File: config.mk
export PLATFORM = sky130hd
export DESIGN_NAME = vdp_write_fifo_param
export DESIGN_NICKNAME = d
export VERILOG_FILES = /design/src/rtl/vdp_write_fifo_param.sv
export SDC_FILE = /design/constraint.sdc
export NUM_CORES = 1
export LEC_CHECK = 0
export BUFFER_PORTS_ARGS = -buffer_cell sky130_fd_sc_hd__buf_2
export CELL_PAD_IN_SITES_DETAIL_PLACEMENT = 0
export CELL_PAD_IN_SITES_GLOBAL_PLACEMENT = 1
export CORE_MARGIN = 2
export CORE_UTILIZATION = 49
export DETAILED_ROUTE_END_ITERATION = 6
export PLACE_DENSITY = 0.85
export SKIP_CTS_REPAIR_TIMING = 1
export SYNTH_ARGS = -nofsm -noshare
export SYNTH_HDL_FRONTEND = slang
export SYNTH_SLANG_ARGS = --single-unit
File: constraint.sdc
create_clock -name MCLK -period 4.9 [get_ports MCLK]
set_clock_uncertainty 0.1 [all_clocks]
set_input_delay 0.49 -clock MCLK [delete_from_list [all_inputs] [get_ports MCLK]]
set_output_delay 0.49 -clock MCLK [all_outputs]
set_load 0.01 [all_outputs]
File: src/rtl/vdp_write_fifo_param.sv
`default_nettype none
// ============================================================================
//  Module      : vdp_write_fifo_param
//  Description : Parametrised CPU-to-video-memory write FIFO. Entries carry
//                address, data and access code. VRAM entries can drain as two
//                byte slots (high byte first). Provides level/full/empty
//                status, a combinational bus stall and a sticky overflow flag.
//  Revision    : 1.0 - initial release
// ============================================================================
module vdp_write_fifo_param #(
    parameter int DEPTH     = 4,
    parameter int DATA_W    = 16,
    parameter int ADDR_W    = 17,
    parameter int CODE_W    = 4,
    parameter int VRAM_CODE = 1
) (
    input  logic                         MCLK,
    input  logic                         RESET,
    input  logic                         push,
    input  logic [ADDR_W-1:0]            push_addr,
    input  logic [DATA_W-1:0]            push_data,
    input  logic [CODE_W-1:0]            push_code,
    input  logic                         split_en,
    input  logic                         pop,
    input  logic                         clr_ovf,
    output logic [ADDR_W-1:0]            head_addr,
    output logic [DATA_W-1:0]            head_data,
    output logic [DATA_W/2-1:0]          head_byte,
    output logic [CODE_W-1:0]            head_code,
    output logic                         head_phase,
    output logic                         empty,
    output logic                         full,
    output logic [$clog2(DEPTH+1)-1:0]   level,
    output logic                         stall,
    output logic                         overflow
);

    localparam int                  c_PTR_W  = $clog2(DEPTH);
    localparam int                  c_LVL_W  = $clog2(DEPTH+1);
    localparam int                  c_BYTE_W = DATA_W / 2;
    localparam logic [c_LVL_W-1:0]  c_FULL_LVL = c_LVL_W'(DEPTH);
    localparam logic [CODE_W-1:0]   c_VRAM     = CODE_W'(VRAM_CODE);

    // Storage (not reset: contents are don't-care until written)
    logic [ADDR_W-1:0]  r_mem_addr [DEPTH];
    logic [DATA_W-1:0]  r_mem_data [DEPTH];
    logic [CODE_W-1:0]  r_mem_code [DEPTH];

    logic [c_PTR_W-1:0] r_wr_ptr;
    logic [c_PTR_W-1:0] r_rd_ptr;
    logic [c_LVL_W-1:0] r_level;
    logic               r_phase;
    logic               r_overflow;

    logic               w_empty;
    logic               w_full;
    logic               w_head_split;
    logic               w_deq;
    logic               w_phase_adv;
    logic               w_accept;
    logic               w_drop;
    logic [ADDR_W-1:0]  w_head_addr_raw;
    logic [DATA_W-1:0]  w_head_data;

    assign w_empty         = (r_level == '0);
    assign w_full          = (r_level == c_FULL_LVL);
    assign w_head_addr_raw = r_mem_addr[r_rd_ptr];
    assign w_head_data     = r_mem_data[r_rd_ptr];

    // A head entry splits only when splitting is enabled and it targets VRAM;
    // split_en is sampled live so the decision follows the current pop.
    assign w_head_split = split_en && (r_mem_code[r_rd_ptr] == c_VRAM);

    // Second byte of a split entry always completes, whatever split_en does now.
    assign w_deq       = pop && !w_empty && (!w_head_split || r_phase);
    assign w_phase_adv = pop && !w_empty && w_head_split && !r_phase;

    // A freed slot in the same cycle lets a push into a full FIFO.
    assign w_accept = push && (!w_full || w_deq);
    assign w_drop   = push && w_full && !w_deq;

    // Entry storage write
    always_ff @(posedge MCLK) begin
        if (w_accept) begin
            r_mem_addr[r_wr_ptr] <= push_addr;
            r_mem_data[r_wr_ptr] <= push_data;
            r_mem_code[r_wr_ptr] <= push_code;
        end
    end

    // Pointer, level, byte-phase and overflow bookkeeping
    always_ff @(posedge MCLK or posedge RESET) begin
        if (RESET) begin
            r_wr_ptr   <= '0;
            r_rd_ptr   <= '0;
            r_level    <= '0;
            r_phase    <= 1'b0;
            r_overflow <= 1'b0;
        end else begin
            if (w_accept) begin
                r_wr_ptr <= r_wr_ptr + 1'b1;
            end
            if (w_deq) begin
                r_rd_ptr <= r_rd_ptr + 1'b1;
            end
            r_level <= r_level + c_LVL_W'(w_accept) - c_LVL_W'(w_deq);
            if (w_deq) begin
                r_phase <= 1'b0;
            end else if (w_phase_adv) begin
                r_phase <= 1'b1;
            end
            // A drop in the same cycle as a clear wins
            if (w_drop) begin
                r_overflow <= 1'b1;
            end else if (clr_ovf) begin
                r_overflow <= 1'b0;
            end
        end
    end

    // Head presentation: address LSB selects the byte lane of a split entry
    always_comb begin
        head_addr = w_head_addr_raw;
        if (r_phase) begin
            head_addr[0] = 1'b1;
        end else if (w_head_split) begin
            head_addr[0] = 1'b0;
        end
        head_byte = r_phase ? w_head_data[c_BYTE_W-1:0]
                            : w_head_data[DATA_W-1:c_BYTE_W];
    end

    assign head_data  = w_head_data;
    assign head_code  = r_mem_code[r_rd_ptr];
    assign head_phase = r_phase;
    assign empty      = w_empty;
    assign full       = w_full;
    assign level      = r_level;
    assign stall      = w_drop;
    assign overflow   = r_overflow;

endmodule
`default_nettype wire

==> results_dict.tcl, run 1 <==
set metrics [dict create \
    worst_pin_slew_ns 1.158 \
    cp.arrival_ns 2.89 \
    synth_xor_area_share_pct 0.5760 \
    muxShareOfSynthArea_pct 15.51 \
    num_vias 3039 \
    place_congestion 0.7535 \
    status "finished, final reports clean" \
    yosysSeqAreaShare_pct 76.77 \
    via_per_inst 5.398 \
    design_area_um2 7453 \
    n_fill_cell 858 \
    worstHoldPathType "in2reg" \
    synth_warnings 0 \
    critPathMaxFanout 31 \
    cts_buffers 17 \
    period_needed_ns 3.485 \
    grt_start_max_net_pins 38 \
    setup_viol 0 \
    post_dp_cell_area_um2 6798 \
    antenna_cells 0 \
    yosysMostFrequentCell "edfxtp_1" \
    end_kind "output port" \
    crit_type "reg2out" \
    peakVddDrop_mv 0.3166 \
    die_area_um2 13320 \
    synth-edff-count 148 \
    synth_cell_types 36 \
    antenna_found_initial 1 \
    drc 0 \
    synthCells 273 \
    power_density_nw_per_um2 642.5 \
    rows 40 \
    utilization_pct 61.79 \
    cts_tree "done" \
    synth_flop_cell "edfxtp_1" \
    routedWlPerCell_um 19.62 \
    max_freq_ghz 0.2870 \
    critPathLaunchType "flop" \
    syn_area_per_cell_um2 22.28 \
    clk_path_buf_depth 2 \
    synth_top_area_share_pct 73.07 \
    drt_iter0_drc 185 \
    synth_simple_gate_area_share_pct 2.263 \
    core_area_um2 12060 \
    grt_use_total_pct 17.74 \
    cp.required_ns 4.31 \
    slew-limit-headroom_pct 22.44 \
    dp.final_hpwl_um 6607 \
    wirelength_um 11040 \
    yosysTopAreaCell "edfxtp_1" \
    fin_ws_ns 1.415 \
    synth_area_leaders "edfxtp_1 (73%), mux4_2 (13%), dfrtp_1 (3.7%)" \
    grt-ovfl-total 0 \
    cts_sinks 157 \
    finalCritPeriodShare_pct 71.12 \
    async_reset_ff_share_pct 5.732 \
    place.port_buffers 95 \
    cts.clk_slew.worst_paths_ns 0.06 \
    drv_slew 0 \
    clock_latency_ns 0.42 \
    synth_nets 322 \
    rsz0062_at_grt "no" \
    die_h_um 115.4 \
    root_buffer "clkbuf_16" \
    hold_viol 0 \
    pin_count 96 \
    grt_pass1_vias 3052 \
    start_util_pct 50.43 \
    p_leak_uw 0.002640 \
    synth_top_family_by_area "multiplexers" \
    h-tree-depth 4 \
    synthAdderAreaFrac_pct 1.358 \
    firstDrtPassIters 4 \
    syn_area_um2 6082 \
    drtAntennaViolNets 0 \
    layout-drive-gt1-share_pct 47.59 \
    die_w_um 115.4 \
    area_growth_pct 22.55 \
    finalSetupTns_ns 0 \
    preCtsSetupSlack_ns 1.441 \
    synthTopCellsByCount "edfxtp_1 (148), mux4_2 (36), mux2_2 (10)" \
    report.power.total_uw 4789 \
    drv_cap 0 \
    synth_compound_area_share_pct 2.037 \
    grt_pass1_wl_um 16680 \
    nets 431 \
    ys_ff_latch 157 \
]
[power by group]
part | internal, µW | switching [µW] | total (µW)
clock network | 902 | 503 | 1410
logic | 675 | 799 | 1470
registers | 1780 | 131 | 1910
total | 3360 | 1430 | 4790
[registers in the layout, summed over array words and instances, names as in the netlist]
signal	cells
head_phase	1
level	3
overflow	1
r_mem_addr	68
r_mem_code	16
r_mem_data	64
r_rd_ptr	2
r_wr_ptr	2
[cell type report]
cell class	count	area (µm²)	area share [%]
Timing Repair Buffer	102	530.5	7.118
Tap cell	168	210.2	2.820
Clock buffer	17	425.4	5.708
Multi-Input combinational cell	98	1373	18.42
Sequential cell	157	4672	62.68
Clock inverter	15	220.2	2.955
Inverter	6	22.52	0.3022
[metal layers]
metal | GRT usage (%) | up-vias | share of wire (%)
li1 | - | 1347 | -
met1 | 22.45 | 1560 | 41
met2 | 28.27 | 108 | 51
met3 | 5.544 | 22 | 5.2
met4 | 8.434 | 2 | 2.5
met5 | 0 | - | 0.10
[path summary, 6_finish.rpt]
kind                                   start          endpoint  slack (ns)  cells past startpoint
max in group asynchronous              RESET       r_rd_ptr[1]        3.92                      3
worst min register to register      overflow          overflow        0.40                      1
worst max-delay path             r_rd_ptr[1]             stall        1.42                      5
worst min-delay path            push_addr[0]  r_mem_addr[3][0]        0.18                      1
min in group asynchronous              RESET          level[1]        0.49                      3
worst max register to register   r_rd_ptr[1]          level[2]        1.47                      8
[layout by cell type, fill, tap and decap left out, types with 3 or more instances in the layout]
cell / n
a21oi_4: 4
buf_2: 95
buf_4: 6
bufinv_16: 5
clkbuf_16: 17
clkinv_4: 3
clkinvlp_4: 3
dfrtp_1: 7
edfxtp_1: 148
ha_1: 5
inv_1: 6
mux2_2: 10
mux4_2: 36
nand2_1: 7
nand2b_1: 3
nor2_1: 3
xnor2_1: 4
[kinds of logic (layout without fill, tap and decap cells)]
kind of cell | count (synthesis) | after routing
buf+inv | 18 | 140
flops | 157 | 157
simple gates | 24 | 24
fa+ha+maj | 6 | 6
mux | 48 | 48
compound gates | 16 | 16
xor+xnor | 4 | 4
[stage by stage]
| stage | cells | hold slack [ns] |
|---|---|---|
| after CTS | 562 | -0.07031 |
| after floorplan | 273 | 0.2179 |
| after global placement | 530 | 0.3705 |
| after detailed placement | 530 | 0.3821 |
| after global routing | 563 | 0.1716 |
| final | 563 | 0.1819 |
[critical path: stages (launching register included)]
cell	delay, ns
dfrtp_2	0.48
buf_4	0.45
mux4_2	0.47
o31ai_4	0.70
and3_1	0.24
buf_2	0.13
Note: power is estimated with default switching activity, not from simulation.
==> inputs of run 2 (changes only) <==
--- a/config.mk
+++ b/config.mk
@@ -9,9 +9,9 @@
 export CELL_PAD_IN_SITES_DETAIL_PLACEMENT = 0
 export CELL_PAD_IN_SITES_GLOBAL_PLACEMENT = 1
 export CORE_MARGIN = 2
-export CORE_UTILIZATION = 49
+export CORE_UTILIZATION = 44
 export DETAILED_ROUTE_END_ITERATION = 6
-export PLACE_DENSITY = 0.85
+export PLACE_DENSITY = 0.8
 export SKIP_CTS_REPAIR_TIMING = 1
 export SYNTH_ARGS = -nofsm -noshare
 export SYNTH_HDL_FRONTEND = slang
==> constraint.sdc (replaced) <==
create_clock -name MCLK -period 3.2 [get_ports MCLK]
set_clock_uncertainty 0.1 [all_clocks]
set_input_delay 0.32 -clock MCLK [delete_from_list [all_inputs] [get_ports MCLK]]
set_output_delay 0.32 -clock MCLK [all_outputs]
set_load 0.01 [all_outputs]
==> results_dict.tcl, run 2 (synthesis gave the netlist of run 1 again) <==
set metrics [dict create \
    cts.clk_slew.worst_paths_ns 0.06 \
    clock_latency_ns 0.41 \
    layout-drive-gt1-share_pct 47.49 \
    worst_pin_slew_ns 0.5886 \
    die_w_um 121.6 \
    finalCritPeriodShare_pct 91.34 \
    antenna_found_initial 0 \
    dp.final_hpwl_um 6522 \
    cts_tree "done" \
    start_util_pct 45.57 \
    cp.required_ns 2.78 \
    routedWlPerCell_um 19.14 \
    area_growth_pct 22.07 \
    met2_usage_pct 25.25 \
    cts_buffers 17 \
    status "finished, final reports clean" \
    critPathLaunchType "flop" \
    period_needed_ns 2.923 \
    end_kind "output port" \
    crit_slowest_cell "dfrtp_2" \
    layout.cells.non_filler 574 \
    cp_slowest_stage_delay_ns 0.56 \
    rsz0062_at_grt "no" \
    hold_viol 0 \
    clk_path_buf_depth 2 \
    rows 42 \
    grt_use_total_pct 15.99 \
    grt_start_max_net_pins 38 \
    core_area_um2 13350 \
    die_area_um2 14780 \
    grt.met1_usage_pct 20.27 \
    antenna_cells 0 \
    place_congestion 0.7480 \
    grt_busiest_layer "met2" \
    top_register "r_mem_addr" \
    drv_slew 0 \
    grt-ovfl-total 0 \
    via_per_inst 5.190 \
    crit_chain "mux2_2, o2bb2a_2, o31ai_4, buf_4, and3_1, buf_2" \
    drv_cap 0 \
    firstDrtPassIters 4 \
    n_fill_cell 1069 \
    r2r-start "r_rd_ptr[0]" \
    final_cell_mix "edfxtp_1 (148), buf_2 (95), mux4_2 (36), clkbuf_16 (17), mux2_2 (10)" \
    wirelength_um 10990 \
    utilization_pct 55.62 \
    r2r_end "level[2]" \
    cp.arrival_ns 2.50 \
    worst-path-buf-inv 2 \
    min_from "push_code[1]" \
    holdPathStages 1 \
    crit_type "reg2out" \
    regArea_um2 4672 \
    h-tree-depth 4 \
    multi_input_area_um2 1373 \
    largest_registers "r_mem_addr x68, r_mem_data x64, r_mem_code x16" \
    setup_viol 0 \
    root_buffer "clkbuf_16" \
    largest_reg_flops 68 \
    holdPathEnd "r_mem_code[0][1]" \
    grt_pass1_vias 3106 \
    critPathMaxFanout 12 \
    reg2reg_depth 8 \
    grt_pass1_wl_um 16990 \
    peakVddDrop_mv 0.3741 \
    nets 434 \
    use_met3_pct 5.056 \
    power_density_nw_per_um2 963.7 \
    fin_hold_ws_ns 0.01696 \
    path_delay_family "compound AO/OA/AOI/OAI gates" \
    drtAntennaViolNets 0 \
    mostFrequentLayoutCell "edfxtp_1" \
    drt_iter0_drc 175 \
    p_leak_uw 0.002637 \
    num_vias 2979 \
    worstHoldPathType "in2reg" \
    pin_count 96 \
    max_freq_ghz 0.3421 \
    report.power.total_uw 7155 \
    cts_sinks 157 \
    die_h_um 121.6 \
    ff2ff_setup_slack_ns 0.48 \
    placed_cells 541 \
    slew-limit-headroom_pct 60.76 \
    drc 0 \
    finalSetupTns_ns 0 \
    place.port_buffers 95 \
]
-- run 2: per-layer routing --
metal  wire, µm  share of wire (%)  up-vias
li1           -                  -     1365
met1       4646                 42     1531
met2       5567                 51       68
met3        568                5.2       15
met4        203                1.8        0
met5          0                  0        -
-- run 2: layout make-up --
type                    instances  area share (%)
clock buffers                  19           5.831
well taps                     176           2.966
inverters                       6          0.3033
flip-flops and latches        157           62.93
clock inverters                13           1.989
multi-input cells              98           18.49
repair buffers                105           7.499
-- run 2: worst register-to-register path: stages (launching register included) --
cell and delay (ns):
dfrtp_2 0.54, mux4_2 0.59, nand2b_4 0.12, o31ai_4 0.07, buf_4 0.20, or2_2 0.30
fa_1 0.41, xnor2_1 0.18, xnor2_1 0.13
-- run 2: worst max-delay path by stage --
stage                            from          endpoint  slack, ns  cells after the start
final                     r_rd_ptr[1]             stall       0.28                      6
after global routing      r_rd_ptr[0]             stall       0.14                      6
after CTS                 r_rd_ptr[0]      head_byte[4]       0.07                      4
after detailed placement  r_rd_ptr[0]          level[2]       0.46                      8
after global placement    r_rd_ptr[0]          level[2]       0.49                      8
after floorplan           r_rd_ptr[0]  r_mem_addr[0][0]      -0.43                      5
-- run 2: per-stage QoR --
| step | area [µm²] | worst slack (ns) |
|---|---|---|
| after floorplan | 6082 | -0.4335 |
| after global placement | 6830 | 0.4872 |
| after detailed placement | 6830 | 0.4600 |
| after CTS | 7411 | 0.07072 |
| after global routing | 7425 | 0.1414 |
| final | 7425 | 0.2770 |
-- run 2: power by group --
part,internal (µW),switching [µW],total [µW]
clock,1220,742,1960
combinational,1050,1230,2290
sequential,2720,187,2910
==> inputs of run 3 (changes only) <==
--- a/config.mk
+++ b/config.mk
@@ -5,12 +5,12 @@
 export SDC_FILE = /design/constraint.sdc
 export NUM_CORES = 1
 export LEC_CHECK = 0
-export BUFFER_PORTS_ARGS = -buffer_cell sky130_fd_sc_hd__buf_2
 export CELL_PAD_IN_SITES_DETAIL_PLACEMENT = 0
 export CELL_PAD_IN_SITES_GLOBAL_PLACEMENT = 1
 export CORE_MARGIN = 2
-export CORE_UTILIZATION = 44
+export CORE_UTILIZATION = 49
 export DETAILED_ROUTE_END_ITERATION = 6
+export DONT_BUFFER_PORTS = 1
 export PLACE_DENSITY = 0.8
 export SKIP_CTS_REPAIR_TIMING = 1
 export SYNTH_ARGS = -nofsm -noshare
==> results_dict.tcl, run 3 (synthesis gave the netlist of run 1 again) <==
set metrics [dict create \
    switching_power_uw 2074 \
    drv_cap 0 \
    power.share.combinational_pct 30.5 \
    cts.clk_slew.worst_paths_ns 0.06 \
    crit_chain "buf_4, mux4_2, nand2b_4, o31ai_4, mux2i_1, ha_1, fa_1, xnor2_1, xnor2_1" \
    clock_latency_ns 0.42 \
    cts_sinks 157 \
    num_vias 2825 \
    drtAntennaViolNets 0 \
    grt_start_max_net_pins 38 \
    nets 383 \
    hold_viol 0 \
    period_needed_ns 2.761 \
    grt_pass1_vias 2882 \
    power_density_nw_per_um2 914.6 \
    antenna_cells 0 \
    crit_start "r_rd_ptr[1]" \
    via_per_inst 5.485 \
    drc 0 \
    cts_tree "done" \
    multi_input_area_um2 1373 \
    grt-ovfl-total 0 \
    final_cell_mix "edfxtp_1 (148), dlygate4sd3_1 (40), mux4_2 (36), clkbuf_16 (17), buf_4 (11)" \
    cts_buffers 17 \
    min_from "pop" \
    max_freq_ghz 0.3622 \
    wirelength_um 10840 \
    crit_type "reg2reg" \
    worstHoldPathType "in2reg" \
    routedWlPerCell_um 21.05 \
    design_area_um2 7336 \
    peakVddDrop_mv 0.4119 \
    cp_slowest_stage_delay_ns 0.41 \
    antenna_found_initial 0 \
    p_leak_uw 0.002427 \
    regArea_um2 4672 \
    die_area_um2 13320 \
    slew-limit-headroom_pct 70.25 \
    finalSetupTns_ns 0 \
    status "finished, final reports clean" \
    grt_pass1_wl_um 15940 \
    switching_share_pct 30.92 \
    cp.required_ns 3.41 \
    layout-drive-gt1-share_pct 27.38 \
    drv_slew 0 \
    p_int_uw 4635 \
    largest_reg_flops 68 \
    area_growth_pct 20.61 \
    core_area_um2 12060 \
    cpMostUsedCell "xnor2_1" \
    critPathLaunchType "flop" \
    drt_iter0_drc 197 \
    p_seq_share_pct 43.2 \
    n_fill_cell 866 \
    pin_count 96 \
    place.port_buffers 0 \
    rows 40 \
    start_util_pct 50.43 \
    largest_registers "r_mem_addr x68, r_mem_data x64, r_mem_code x16" \
    setup_viol 0 \
    place_congestion 0.7949 \
    critPathMaxFanout 17 \
    finalCritPeriodShare_pct 86.28 \
    crit_slowest_cell "dfrtp_2" \
    root_buffer "clkbuf_16" \
    clk_path_buf_depth 2 \
    worst_pin_slew_ns 0.4424 \
    post_dp_cell_area_um2 6420 \
    r2r-start "r_rd_ptr[1]" \
    grt_use_total_pct 17.09 \
    h-tree-depth 4 \
    rsz0062_at_grt "no" \
    die_h_um 115.4 \
    p_clk_share_pct 26.3 \
    die_w_um 115.4 \
    report.power.total_uw 6710 \
    top_register "r_mem_addr" \
    firstDrtPassIters 4 \
    dp.final_hpwl_um 6321 \
    mostFrequentLayoutCell "edfxtp_1" \
    end_kind "flop" \
    cp.arrival_ns 2.97 \
]
==> run 3: cell count changes in the layout (fill, tap and decap cells not counted), moves of 2 or more <==
| cell | before | now |
|---|---|---|
| buf_12 | 0 | 3 |
| buf_2 | 95 | 0 |
| buf_4 | 8 | 11 |
| bufinv_16 | 3 | 1 |
| clkinv_1 | 2 | 5 |
| dlygate4sd3_1 | 1 | 40 |
==> run 3: power by group through the flow <==
stage	clock [µW]	combinational, µW	sequential [µW]
after floorplan	0	1560	2890
after global placement	0	2020	2910
after detailed placement	0	2020	2940
after CTS	1800	2040	2900
after global routing	1900	2200	2930
final	1760	2050	2900
==> run 3: stage by stage <==
stage	util (%)	cells	hold slack [ns]	setup WS [ns]
2_1_floorplan	-	273	0.04792	-0.4335
3_3_place_gp	53.23	443	0.1026	0.5332
3_5_place_dp	53.23	443	0.1055	0.4056
4_1_cts	57.50	475	-0.3470	0.4238
5_1_grt	60.82	515	0.06256	0.3211
6_report	60.82	515	0.06336	0.4392
==> run 3: worst paths after layout <==
| check | depth (start not counted) | endpoint | slack (ns) |
|---|---|---|---|
| max | 9 | level[2] | 0.44 |
| min | 2 | r_wr_ptr[0] | 0.06 |
| max reg2reg | 9 | level[2] | 0.44 |
| min reg2reg | 2 | r_wr_ptr[1] | 0.58 |
| max in group asynchronous | 2 | r_rd_ptr[1] | 2.50 |
| min in group asynchronous | 2 | r_wr_ptr[0] | 0.21 |
==> run 3: worst max-delay path, delay by kind of cell (launching register included) <==
family | cells | cell delay, ns
compound gates | 1 | 0.30
xor+xnor | 2 | 0.27
fa+ha+maj | 2 | 0.59
buf+inv | 1 | 0.29
flops | 1 | 0.41
mux | 2 | 0.50
simple gates | 1 | 0.19
==> run 3: routing by layer <==
metal | GRT usage, % | part of all wire, % | vias up
met3 | 8.211 | 6.2 | 13
met5 | 0 | 0 | -
met4 | 6.265 | 1.3 | 0
met1 | 21.12 | 41 | 1457
met2 | 26.51 | 51 | 93
li1 | - | - | 1262
==> run 3: area by class of cell <==
type,instances,share of cell area [%]
Clock buffer,20,5.953
Inverter,6,0.3070
Multi-Input combinational cell,98,18.71
Clock inverter,12,1.075
Tap cell,168,2.865
Timing Repair Buffer,54,7.402
Sequential cell,157,63.69
